## src/rtl/uart_transmitter.sv

```systemverilog
// rtl/uart_transmitter.sv - serial transmit half of the board UART (8N1, optional even parity)
//
// Converts one byte per DataInValid/DataInReady handshake into an asynchronous
// frame on SOut: start(0), D0..D7 LSB first, [parity], stop(1), each bit held
// SymbolEdgeTime = ClockFreq/BaudRate clock cycles.
//
// Optional feature: define UART_TX_PARITY_EN to insert an even-parity bit
// (XOR of D0..D7) between D7 and the stop bit (11-bit frame).
//
// Ports:
//   Clock        in   system clock, rising edge
//   Reset        in   synchronous, active-high reset
//   DataIn[7:0]  in   byte to transmit, sampled only on an accepted handshake
//   DataInValid  in   producer has a byte on DataIn
//   DataInReady  out  transmitter idle and able to accept a byte
//   SOut         out  serial line, idle high, driven straight from a register

module uart_transmitter #(
    parameter int ClockFreq = 50_000_000,
    parameter int BaudRate  = 115_200
) (
    input  logic       Clock,
    input  logic       Reset,
    input  logic [7:0] DataIn,
    input  logic       DataInValid,
    output logic       DataInReady,
    output logic       SOut
);

    localparam int SymbolEdgeTime = ClockFreq / BaudRate;
    localparam int CycleWidth     = (SymbolEdgeTime > 1) ? $clog2(SymbolEdgeTime) : 1;

`ifdef UART_TX_PARITY_EN
    localparam int FrameBits = 11;
`else
    localparam int FrameBits = 10;
`endif

    localparam logic [CycleWidth-1:0] LastCycle = CycleWidth'(SymbolEdgeTime - 1);
    localparam logic [3:0]            LastBit   = 4'(FrameBits - 1);

    localparam logic [1:0] IDLE  = 2'd0;
    localparam logic [1:0] START = 2'd1;
    localparam logic [1:0] DATA  = 2'd2;
    localparam logic [1:0] STOP  = 2'd3;

    logic [1:0]            state;
    logic [FrameBits-1:0]  shift_reg;
    logic [CycleWidth-1:0] cycle_count;
    logic [3:0]            bit_count;
    logic [3:0]            bit_next;
    logic [FrameBits-1:0]  frame_word;

    // Frame is loaded LSB-first so shift_reg[0] is always the bit on the line.
`ifdef UART_TX_PARITY_EN
    assign frame_word = {1'b1, ^DataIn, DataIn, 1'b0};
`else
    assign frame_word = {1'b1, DataIn, 1'b0};
`endif

    assign bit_next = bit_count + 4'd1;

    // The line is the low bit of the shift register; idle keeps it all ones.
    assign SOut = shift_reg[0];

    always_ff @(posedge Clock) begin
        if (Reset) begin
            state       <= IDLE;
            shift_reg   <= '1;
            cycle_count <= '0;
            bit_count   <= 4'd0;
            DataInReady <= 1'b1;
        end else begin
            case (state)
                IDLE: begin
                    if (DataInValid && DataInReady) begin
                        shift_reg   <= frame_word;
                        cycle_count <= '0;
                        bit_count   <= 4'd0;
                        DataInReady <= 1'b0;
                        state       <= START;
                    end
                end
                default: begin
                    if (cycle_count == LastCycle) begin
                        cycle_count <= '0;
                        if (bit_count == LastBit) begin
                            // Last stop-bit cycle done: line stays high, ready again.
                            shift_reg   <= '1;
                            bit_count   <= 4'd0;
                            DataInReady <= 1'b1;
                            state       <= IDLE;
                        end else begin
                            // Refill with ones so the stop bit and idle level follow naturally.
                            shift_reg <= {1'b1, shift_reg[FrameBits-1:1]};
                            bit_count <= bit_next;
                            // Parity, when present, rides in DATA; only the final bit is STOP.
                            state     <= (bit_next == LastBit) ? STOP : DATA;
                        end
                    end else begin
                        cycle_count <= cycle_count + 1'b1;
                    end
                end
            endcase
        end
    end

endmodule
```

## config.mk

```make
export PLATFORM = sky130hd
export DESIGN_NAME = uart_transmitter
export DESIGN_NICKNAME = d
export VERILOG_FILES = /design/src/rtl/uart_transmitter.sv
export SDC_FILE = /design/constraint.sdc
export NUM_CORES = 1
export LEC_CHECK = 0
export ABC_AREA = 1
export CAP_MARGIN = 0
export CORE_MARGIN = 3
export CORE_UTILIZATION = 45
export DETAILED_ROUTE_END_ITERATION = 6
export MAX_ROUTING_LAYER = met4
export PLACE_DENSITY_LB_ADDON = 0.1
export REMOVE_ABC_BUFFERS = 1
export SLEW_MARGIN = 15
export SYNTH_ARGS = -nofsm -noshare
export SYNTH_HDL_FRONTEND = slang
export SYNTH_SLANG_ARGS = --single-unit
export TNS_END_PERCENT = 1
```

## constraint.sdc

```tcl
create_clock -name Clock -period 1.75 [get_ports Clock]
set_clock_uncertainty 0.2 [all_clocks]
set_input_delay 0.35 -clock Clock [delete_from_list [all_inputs] [get_ports Clock]]
set_output_delay 0.35 -clock Clock [all_outputs]
set_load 0.01 [all_outputs]
```

# After elaboration in Yosys (flattened, before gate mapping)

Cells that the tools add are included.

Output and inout port bits: 2
Input port bits: 11
Word-level logic and storage cells: 37
Register bits: 26

Mux-type cells: 20
Equal/unequal tests: 4
Reductions and logical operators: 6
$add $sub $neg: 2

Operators by type and width:

| cell                                        | count |
|---|---|
| 2-to-1 mux 9 bit                            | 4 |
| 2-to-1 mux 10 bit                           | 3 |
| 2-to-1 mux 4 bit                            | 4 |
| adder 9 x 1 -> 9 bit, second input constant | 1 |
| equality test 9 bit, second input constant  | 1 |
| equality test 4 bit, second input constant  | 2 |
| 2-to-1 mux 2 bit                            | 4 |
| 2-to-1 mux 1 bit                            | 5 |
| adder 4 x 1 -> 4 bit, second input constant | 1 |
| nonzero test 2 bit                          | 2 |
| AND reduction 3 bit                         | 1 |
| logical NOT 2 bit                           | 1 |
| != test 2 bit, second input constant        | 1 |
| AND reduction 2 bit                         | 1 |
| logical AND 1 bit                           | 1 |

# Longest topological paths before layout

Gate-level depths: netlist (run 1).

Word-level depth: 6
Gate-level depth with buffers: 10
Mapped depth without buffers: 10

# Worst setup path before layout (run 1)

Ideal clock, no wire load.

Path kind: register to register
Start: register cycle_count[1]
End: register shift_reg[2]
Required time: 1.416 ns
Clock period less this slack: 1.543 ns
Data arrival time: 1.209 ns
Setup time: 0.134 ns
Setup slack: 0.207 ns
Buffers on the path: 1
Stages on the path, launching flop included: 11
Cells stage by stage: dfxtp_1 -> inv_1 -> ha_1 -> nand2_1 -> nor2_2 -> nand2_4 -> nand2_8 -> nand2_4 -> buf_6 -> nand2_1 -> nand3_1

Longest elaborated chain between the ends: 3

Ends and longest elaborated chain:

| item                                 | line | RTL |
|---|---|---|
| start: declaration                   | 49   | `logic [CycleWidth-1:0] cycle_count;` |
| start signal: assignment             | 101  | `cycle_count <= cycle_count + 1'b1;` |
| equality test 9 bit                  | 85   | `if (cycle_count == LastCycle) begin` |
| nonzero test 2 bit (no source line)  | n/a  |  |
| AND reduction 2 bit (no source line) | n/a  |  |
| end signal: assignment               | 77   | `shift_reg <= frame_word;` |
| end signal: assignment               | 95   | `shift_reg <= {1'b1, shift_reg[FrameBits-1:1]};` |
| end: declaration                     | 48   | `logic [FrameBits-1:0] shift_reg;` |

No other way between the ends.
A chain may end at the register's enable or synchronous reset.

# Worst setup path in the final report (run 1)

Start: register cycle_count[1]
End: register DataInReady

Longest elaborated chain between the ends: 3

Ends and longest elaborated chain:

| item                                 | line | RTL |
|---|---|---|
| equality test 9 bit                  | 85   |  |
| nonzero test 2 bit (no source line)  | n/a  |  |
| AND reduction 3 bit (no source line) | n/a  |  |
| end signal: assignment               | 72   | `DataInReady <= 1'b1;` |
| end signal: assignment               | 80   | `DataInReady <= 1'b0;` |
| end signal: assignment               | 91   | `DataInReady <= 1'b1;` |
| end: declaration                     | 26   | `output logic DataInReady,` |

No other way between the ends.

==> out/metrics.cfg, run 1 <==
[clock_tree]
clk_pin_slew_worst_paths_ns = 0.14
clock-sinks = 25
cts_buffers = 3
root_buffer = clkbuf_4
clock_path_buffers = 2
clkLatencyLatePin_ns = 0.32
cts_tree = yes
cts_max_level = 1
cts_hold_buf = 0

[global_routing]
grt.total_usage_pct = 17.2
grt_pass1_vias = 1092
grt_pass1_wl_mm = 4.78
antenna_found_initial = 0
grt_max_degree = 17
grt_overflow_total = 0

[critical_path]
path_class = reg -> reg
r2r_cells = 9
crit_arrival_ns = 1.65
required_ns = 1.78
start_kind = flop
endpoint_kind = flop
r2r_setup_slack_ns = 0.13
cp_max_fo = 13
reg2reg_to = DataInReady$_SDFFE_PP1P_
rr_startpoint = cycle_count[1]$_SDFFE_PP0P_

[die]
start_util_pct = 48.7
coreArea_um2 = 2850
rows = 19
io-pin-count = 13
die_h_um = 61.6
die_width_um = 61.6
dieArea_um2 = 3790

[synthesis]
synth-seq-cells = 25
yosysTopAreaCell = dfxtp_1
syn_area_um2 = 1390
synthTopCellsByArea = dfxtp_1 (36%), nand2_1 (12%), nand3_1 (12%), nor2_1 (5.9%), inv_1 (5.7%)
ys_seq_area_share_pct = 36.0
synth_top_area_share_pct = 36.0
synth.distinct_cells = 27
netlist_instances = 201
yosysWarningCount = 0
avgSynthCellArea_um2 = 6.92

[timing]
worst_slew_margin_rel_pct = 77.2
finalHoldViolCount = 0
rsz0062_at_grt = no
min_period_ns = 1.62
setup_ws_ns = 0.134
fin_crit_sh_pct = 92.3
slew_viol_final = 0
finalSetupViolCount = 0
worstMarginPinSlew_ns = 0.342
max_freq_mhz = 619

[route]
wl_per_cell_um = 11.8
postRouteAntennaNets = 0
drt-total-wl_mm = 2.95
vias_per_cell = 5.16
post-route-drc-count = 0
drtPass1Iterations = 5
num_vias = 1291
drt_iter0_drc = 71

[placed_design]
place_congestion = 0.893
numPortBuffers = 12
dp_hpwl_mm = 2.11
pre_cts_slack_ns = -0.0836
postPlaceCellArea_um2 = 1580

[finish]
register_area_um2 = 503
final_nets = 236
nFillCells = 275
diodes = 0
multiInputGateArea_um2 = 795
drive_gt1_share_pct = 14.6
fin_area_um2 = 1630
area_growth_pct = 17.5

[pwr]
leakage_nw = 0.727
vdd_drop_max_mv = 0.863
p_per_area_nw_per_um2 = 1410

[hold_path]
min_path_type = reg -> reg
whs_path_depth = 2
hp-start = shift_reg[1]$_SDFFE_PP1P_
holdPathEnd = shift_reg[1]$_SDFFE_PP1P_

[run]
maxCapViolations = 0

[run_status]
outcome = complete, no violations

## logic make-up (layout without fill, tap and decap cells)
| kind of cell | count (synthesis) | after routing | share of synthesized area, % |
|---|---|---|---|
| xor gates and xnor gates | 3 | 3 | 1.89 |
| buffers and inverters | 28 | 46 | 8.37 |
| and+or+nand+nor | 121 | 121 | 41.9 |
| DFF | 25 | 25 | 36.0 |
| adders and majority gates | 5 | 5 | 4.50 |
| AOI/OAI and AO/OA | 19 | 19 | 7.29 |
## worst max-delay path, cell delays in order, from the launching register on
cell	delay (ns)
dfxtp_1	0.36
inv_1	0.07
ha_1	0.16
nand2_1	0.09
nor2_4	0.13
nand2_4	0.11
nand2_8	0.12
nand2_8	0.10
o21ai_1	0.13
nand2_1	0.06
## metal layers
metal | wire (µm) | global-route usage [%]
met3 | 114 | 2.52
met5 | 0 | -
met1 | 1440 | 22.8
met2 | 1380 | 26.8
met4 | 18 | 5.45
## Yosys cell counts
cell type / number
buf_6: 1
inv_1: 21
nor2_4: 1
nand4_1: 1
nand2_8: 1
clkbuf_1: 1
nor2_2: 3
o21a_1: 1
nand3_1: 33
nand2_4: 2
or2_1: 2
o21ai_0: 7
inv_2: 2
a31oi_1: 1
xnor2_1: 2
nand3_2: 1
buf_2: 3
ha_1: 5
o21bai_1: 1
a21oi_1: 9
nand2_1: 45
or2_2: 5
dfxtp_1: 25
nor2_1: 22
xor2_1: 1
nand2_2: 3
nand3b_1: 2
## cell usage in the layout, fill, tap and decap left out
cell             instances
a21oi_1                  9
a31oi_1                  1
buf_12                   1
buf_4                    6
clkbuf_4                 3
clkdlybuf4s50_1         10
clkinv_2                 1
dfxtp_1                 23
dfxtp_2                  2
dlygate4sd2_1            2
ha_1                     5
inv_1                   21
inv_2                    2
nand2_1                 45
nand2_2                  2
nand2_4                  2
nand2_8                  2
nand3_1                 33
nand3_2                  1
nand3b_1                 2
nand4_1                  1
nor2_1                  21
nor2_2                   3
nor2_4                   2
o21a_1                   1
o21ai_0                  6
o21ai_1                  1
o21bai_1                 1
or2_1                    2
or2_2                    5
xnor2_1                  2
xor2_1                   1
## what timing repair did
item / in CTS / in global routing
buffers inserted: 0 / 0
resized for setup: 3 / 6
pin swaps: 0 / 1
endpoints found under the setup margin: 2 / 13
## worst max path at each step
| stage | start | end | slack [ns] | depth (start not counted) |
|---|---|---|---|---|
| after global routing | bit_count[1]$_SDFFE_PP0P_ | shift_reg[7]$_SDFFE_PP1P_ | 0.02 | 9 |
| after detailed placement | DataInValid | DataInReady$_SDFFE_PP1P_ | -0.08 | 6 |
| after floorplan | bit_count[1]$_SDFFE_PP0P_ | bit_count[0]$_SDFFE_PP0P_ | 0.11 | 9 |
| final | cycle_count[1]$_SDFFE_PP0P_ | DataInReady$_SDFFE_PP1P_ | 0.13 | 9 |
| after global placement | DataInValid | DataInReady$_SDFFE_PP1P_ | -0.02 | 6 |
| after CTS | cycle_count[1]$_SDFFE_PP0P_ | DataInReady$_SDFFE_PP1P_ | 0.03 | 9 |
## final cells by class
cell class / count / area share, %
Clock inverter: 1 / 0.307
Tap cell: 31 / 2.38
Clock buffer: 3 / 1.38
Sequential cell: 25 / 30.8
Multi-Input combinational cell: 148 / 48.7
Inverter: 23 / 5.29
Timing Repair Buffer: 19 / 11.2
## per-stage QoR
step | cells | util, % | setup TNS, ns | hold WS, ns | power, mW
detailed placement | 246 | 55.5 | -0.192 | 0.251 | 2.02
CTS | 250 | 56.4 | 0 | 0.289 | 2.28
finish | 250 | 57.2 | 0 | 0.283 | 2.31
global route | 250 | 57.2 | 0 | 0.313 | 2.52
global placement | 246 | 55.5 | -0.0378 | 0.255 | 1.99
floorplan | 196 | - | 0 | 0.219 | 1.66
## where the power goes
group          leakage (nW)  switching (mW)  internal (mW)
clock network        0.0177           0.179         0.0855
logic                 0.504           0.726          0.451
registers             0.206           0.115          0.752
Power figures use the tool's default switching activity.
==> inputs of run 2 (changes only) <==
Settings changed: MAX_ROUTING_LAYER met4 to default.
Clock period 1.75 ns to 1.5 ns, I/O delays scaled along.
==> run 2 against run 1 <==
Compared with the run above: the flow now finishes with violations (setup timing); wire length rose by 17%; worst setup slack got worse by 0.17 ns; final cell count rose by 8.0%; die area did not move; global-route usage rose by 1.1 points; combinational power rose by 57%; critical endpoint is now bit_count[1]$_SDFFE_PP0P_; largest cell class unchanged; highest routed layer unchanged.
==> out/metrics.cfg, run 2 (synthesis results as in run 1) <==
[global_routing]
grt.total_usage_pct = 18.3  ; +1.1 points
antenna_found_initial = 0  ; unchanged
grt_pass1_vias = 1260  ; +15%
grt_overflow_total = 0  ; unchanged
grt_max_degree = 17  ; unchanged
grt_pass1_wl_mm = 5.27  ; +10%

[hold_path]
min_path_type = reg -> reg

[route]
drt_iter0_drc = 51  ; -28%
drtPass1Iterations = 4  ; -1
post-route-drc-count = 0  ; unchanged
postRouteAntennaNets = 0  ; unchanged
wl_per_cell_um = 12.7  ; +7.9%
num_vias = 1397  ; +8.2%
drt-total-wl_mm = 3.44  ; +17%
vias_per_cell = 5.17  ; +0.20%

[die]
die_h_um = 61.6  ; unchanged
rows = 19  ; unchanged
io-pin-count = 13  ; unchanged
coreArea_um2 = 2850  ; unchanged
die_width_um = 61.6  ; unchanged
dieArea_um2 = 3790  ; unchanged
start_util_pct = 48.7  ; unchanged

[critical_path]
path_class = reg -> reg
crit_arrival_ns = 1.56  ; -0.09 ns
r2r_setup_slack_ns = -0.03  ; -0.17 ns
cp_max_fo = 4  ; -9
endpoint_kind = flop
start_kind = flop
required_ns = 1.53  ; -0.25 ns

[placed_design]
pre_cts_slack_ns = -0.232  ; -0.149 ns
postPlaceCellArea_um2 = 1730  ; +9.3%
dp_hpwl_mm = 2.27  ; +7.5%
place_inst = 264  ; +7.3%
numPortBuffers = 12  ; unchanged
place_congestion = 0.868  ; -2.8%

[timing]
worst_slew_margin_rel_pct = 81.0  ; +3.8 points
max_freq_mhz = 653  ; +5.6%
min_period_ns = 1.53  ; -0.0850 ns
finalSetupViolCount = 8  ; +8
worstMarginPinSlew_ns = 0.283  ; -0.0589 ns
slew_viol_final = 0  ; unchanged
finalHoldViolCount = 0  ; unchanged
setup_ws_ns = -0.0307  ; -0.165 ns
finalSetupTns_ns = -0.139  ; -0.139 ns
fin_crit_sh_pct = 102  ; +9.7 points
rsz0062_at_grt = yes

[clock_tree]
root_buffer = clkbuf_4
clock-sinks = 25  ; unchanged
cts_buffers = 3  ; unchanged
clkLatencyLatePin_ns = 0.32  ; about the same
cts_hold_buf = 0  ; unchanged
cts_max_level = 1  ; unchanged
clock_path_buffers = 2  ; unchanged
cts_tree = yes
clk_pin_slew_worst_paths_ns = 0.15  ; about the same

[finish]
diodes = 0  ; unchanged
final_nets = 256  ; +8.5%
register_area_um2 = 510  ; +1.5%
area_growth_pct = 38.7
mostFrequentLayoutCell = nand2_1
multiInputGateArea_um2 = 901  ; +13%
drive_gt1_share_pct = 31.4  ; +17 points
fin_area_um2 = 1930  ; +18%
final_cells = 270  ; +8.0%
final_cell_mix = nand2_1 (42), nand3_1 (30), inv_1 (20), buf_4 (20), dfxtp_1 (19)
nFillCells = 254  ; -7.6%

[run]
maxCapViolations = 0  ; unchanged

[pwr]
leakage_nw = 0.870  ; +20%
p_per_area_nw_per_um2 = 1660  ; +17%
vdd_drop_max_mv = 0.955  ; +11%
power_mw = 3.19  ; +38%

[run_status]
outcome = complete, but fails checks
violations = setup timing

[run 2: worst paths after layout]
check | from | to | cells after the start
hold reg to reg | DataInReady$_SDFFE_PP1P_ | DataInReady$_SDFFE_PP1P_ | 2
setup / recovery | cycle_count[1]$_SDFFE_PP0P_ | bit_count[1]$_SDFFE_PP0P_ | 8
setup reg to reg | cycle_count[1]$_SDFFE_PP0P_ | bit_count[1]$_SDFFE_PP0P_ | 8
hold / removal | DataInReady$_SDFFE_PP1P_ | DataInReady$_SDFFE_PP1P_ | 2
[run 2: stage by stage]
| stage | hold WS [ns] | utilization (%) |
|---|---|---|
| 2_1_floorplan | 0.169 | - |
| 3_3_place_gp | 0.252 | 60.7 |
| 3_5_place_dp | 0.261 | 60.7 |
| 4_1_cts | 0.286 | 62.5 |
| 5_1_grt | 0.307 | 67.6 |
| 6_report | 0.272 | 67.6 |
[run 2: per-layer routing]
| metal | global-route usage [%] | up-vias | routed length [µm] | share of wire (%) |
|---|---|---|---|---|
| met5 | 0 | - | 0 | 0 |
| met1 | 23.9 | 638 | 1570 | 46 |
| li1 | - | 715 | - | - |
| met4 | 6.06 | 0 | 33 | 0.96 |
| met3 | 3.14 | 4 | 146 | 4.2 |
| met2 | 30.5 | 40 | 1690 | 49 |
[run 2: cell type report]
cell class,count,area share [%]
multi-input cells,148,46.7
flip-flops and latches,25,26.5
repair buffers,39,18.8
inverters,23,4.48
well taps,31,2.01
clock buffers,3,1.17
clock inverters,1,0.389
[run 2: timing repair]
| action | CTS | global route |
|---|---|---|
| hold endpoints to repair | 0 | 0 |
| pin swaps | 3 | 6 |
| gates cloned | 0 | 0 |
| buffers inserted | 0 | 2 |
| gates resized for setup | 13 | 35 |
| endpoints found under the setup margin | 24 | 25 |
[run 2: report_power, final]
group	total (mW)	internal (mW)	switching, mW	leakage [nW]
Clock	0.318	0.102	0.216	0.0139
Combinational	1.85	0.832	1.02	0.649
Sequential	1.03	0.890	0.137	0.207
[run 2: worst max-delay path, cell delays in order (launching register included)]
cell,delay [ns]
dfxtp_2,0.36
inv_2,0.07
ha_4,0.13
nand2_4,0.05
nor2_4,0.14
nand3_2,0.16
buf_4,0.19
nand3_1,0.08
a21oi_2,0.06
==> inputs of run 3 (changes only) <==
Settings changed: CELL_PAD_IN_SITES_DETAIL_PLACEMENT from default to 0, CELL_PAD_IN_SITES_GLOBAL_PLACEMENT from default to 1, CORE_UTILIZATION 45 to 40, GPL_ROUTABILITY_DRIVEN from default to 0, PLACE_DENSITY_LB_ADDON 0.1 to 0.25.
==> run 3 against run 2 <==
Compared with the run above: the run still ends with setup timing left; wire length decreased by 0.93%; combinational power decreased by 6%; design area is 2.2% lower; total power decreased by 4.7%; worst setup slack got worse by 0.0093 ns; maximum frequency is 0.61% lower; sequential power is essentially flat; non-clock buffer count rose by 3; flip-flop and latch count unchanged; largest power group unchanged; clock power shrank 6%; first-iteration DRC count is 22% higher; sequential share of layout area up 0.46 points.
==> out/metrics.cfg, run 3 (synthesis results as in run 1) <==
[finish]
area_growth_pct = 35.6
drive_gt1_share_pct = 29.3  ; -2.0 points
final_cell_mix = nand2_1 (40), nand3_1 (32), buf_4 (24)
mostFrequentLayoutCell = nand2_1
fin_area_um2 = 1890  ; -2.2%
utilization_pct = 59.3  ; -8.3 points
final_nets = 259  ; +1.2%
diodes = 0  ; unchanged
final_cells = 286  ; +5.9%

[global_routing]
met3_usage_pct = 2.77  ; -0.37 points
grt_pass1_wl_mm = 5.89  ; +12%
grt-busiest-layer = met2
grt_overflow_total = 0  ; unchanged
antenna_found_initial = 0  ; unchanged
grt_use_met1_pct = 22.7  ; -1.3 points
met2_usage_pct = 30.0  ; -0.48 points
grt_max_degree = 17  ; unchanged
grt.total_usage_pct = 17.5  ; -0.83 points
grt_pass1_vias = 1343  ; +6.6%

[pwr]
p_per_area_nw_per_um2 = 1610  ; -2.6%
pwr-share-seq_pct = 33.4  ; +1.3 points
clkPwrFrac_pct = 9.8  ; -0.2 points
leakage_nw = 0.848  ; -2.6%
internal_power_mw = 1.78  ; -2.5%
vdd_drop_max_mv = 0.902  ; -5.5%
power_frac_comb_pct = 56.8  ; -1.1 points
switching_share_pct = 41.6  ; -1.3 points
p_switching_mw = 1.27  ; -7.6%

[critical_path]
crit_chain = buf_6, ha_4, nand2_2, nor2_2, buf_6, nand2_2, nand2_1, nand2_1, nor2_1, nor2_1, nor2_1
cp_max_fo = 4  ; unchanged
start_kind = flop
endpoint_kind = flop
max_stage_delay_ns = 0.37  ; about the same
path_class = reg -> reg
required_ns = 1.56  ; +0.03 ns
crit_path_top_delay_cell = dfxtp_2
worst-path-buf-inv = 2  ; unchanged
critPathTopFamily = simple AND/OR/NAND/NOR gates
crit_arrival_ns = 1.60  ; +0.04 ns
r2r_setup_slack_ns = -0.04  ; about the same
crit_top_cell = nor2_1

[timing]
worst_slew_margin_rel_pct = 83.3  ; +2.3 points
setup_ws_ns = -0.0400  ; -0.00934 ns
min_period_ns = 1.54  ; +0.00934 ns
finalHoldViolCount = 0  ; unchanged
finalSetupViolCount = 8  ; unchanged
worstMarginPinSlew_ns = 0.250  ; -0.0326 ns
fin_crit_sh_pct = 103  ; +0.62 points
rsz0062_at_grt = yes
slew_viol_final = 0  ; unchanged
max_freq_mhz = 649  ; -0.61%

[route]
postRouteAntennaNets = 0  ; unchanged
drt-total-wl_mm = 3.41  ; -0.93%
drt_iter0_drc = 62  ; +22%
vias_per_cell = 4.97  ; -4.0%
num_vias = 1420  ; +1.6%
post-route-drc-count = 0  ; unchanged
wl_per_cell_um = 11.9  ; -6.5%
drtPass1Iterations = 4  ; unchanged

[clock_tree]
cts_tree = yes
root_buffer = clkbuf_4
clock-sinks = 25  ; unchanged
cts_buffers = 3  ; unchanged
clkLatencyLatePin_ns = 0.31  ; about the same
clk_pin_slew_worst_paths_ns = 0.13  ; -0.02 ns
cts_max_level = 1  ; unchanged
clock_path_buffers = 2  ; unchanged

[placed_design]
pre_cts_slack_ns = -0.255  ; -0.0228 ns
dp_hpwl_mm = 2.44  ; +7.8%
numPortBuffers = 12  ; unchanged
postPlaceCellArea_um2 = 1750  ; +1.1%
place_inst = 279  ; +5.7%

[die]
die_h_um = 65.0  ; +5.5%
dieArea_um2 = 4220  ; +11%
die_width_um = 65.0  ; +5.5%
rows = 20  ; +1
io-pin-count = 13  ; unchanged
coreArea_um2 = 3180  ; +11%
start_util_pct = 43.7  ; -5.0 points

[run_status]
outcome = complete, but fails checks
violations = setup timing

[run]
maxCapViolations = 0  ; unchanged

[hold_path]
min_path_type = reg -> reg

run 3: worst paths after layout:
path,depth (start not counted),to,from
worst min-delay path,2,shift_reg[3]$_SDFFE_PP1P_,shift_reg[3]$_SDFFE_PP1P_
worst min register to register,2,shift_reg[3]$_SDFFE_PP1P_,shift_reg[3]$_SDFFE_PP1P_
worst max register to register,11,cycle_count[8]$_SDFFE_PP0P_,cycle_count[1]$_SDFFE_PP0P_
worst max-delay path,11,cycle_count[8]$_SDFFE_PP0P_,cycle_count[1]$_SDFFE_PP0P_
run 3: metrics by stage:
step / total power, mW / hold slack, ns / TNS (ns)
floorplan: 1.93 / 0.169 / -1.50
global placement: 2.55 / 0.255 / -3.12
detailed placement: 2.58 / 0.252 / -3.69
CTS: 2.96 / 0.288 / -0.0806
global route: 3.31 / 0.299 / -1.77
finish: 3.04 / 0.286 / -0.174
run 3: worst reg2reg max path, delay by kind of cell (launching register included):
kind | cells | cell delay [ns]
flip-flops | 1 | 0.37
AND/OR/NAND/NOR | 8 | 0.56
buffers and inverters | 2 | 0.23
adder cells (fa/ha/maj) | 1 | 0.13
run 3: repair_timing:
action,in CTS,in global routing
endpoints found under the setup margin,22,27
buffers inserted,0,3
pin swaps,3,9
hold buffers,0,0
cloned,0,0
gates resized for setup,16,17
run 3: routing by layer:
metal / vias to the layer above / part of all wire [%] / wire length [µm]
met5: - / 0 / 0
met4: 0 / 0.53 / 18
met3: 2 / 4.4 / 150
met2: 34 / 49 / 1660
met1: 663 / 46 / 1580
li1: 721 / - / -
run 3: final cells by class:
type	count	area, µm²
fillers	319	1290
multi-input cells	148	835
flip-flops and latches	25	508
repair buffers	42	375
inverters	23	86.3
well taps	44	55.1
clock buffers	4	26.3
run 3: power groups by stage:
| stage | clock, mW | combinational [mW] | sequential (mW) |
|---|---|---|---|
| CTS | 0.314 | 1.65 | 1.00 |
| global placement | 0 | 1.55 | 0.995 |
| detailed placement | 0 | 1.58 | 1.00 |
| floorplan | 0 | 0.932 | 1.00 |
| global route | 0.344 | 1.93 | 1.04 |
| finish | 0.300 | 1.73 | 1.02 |
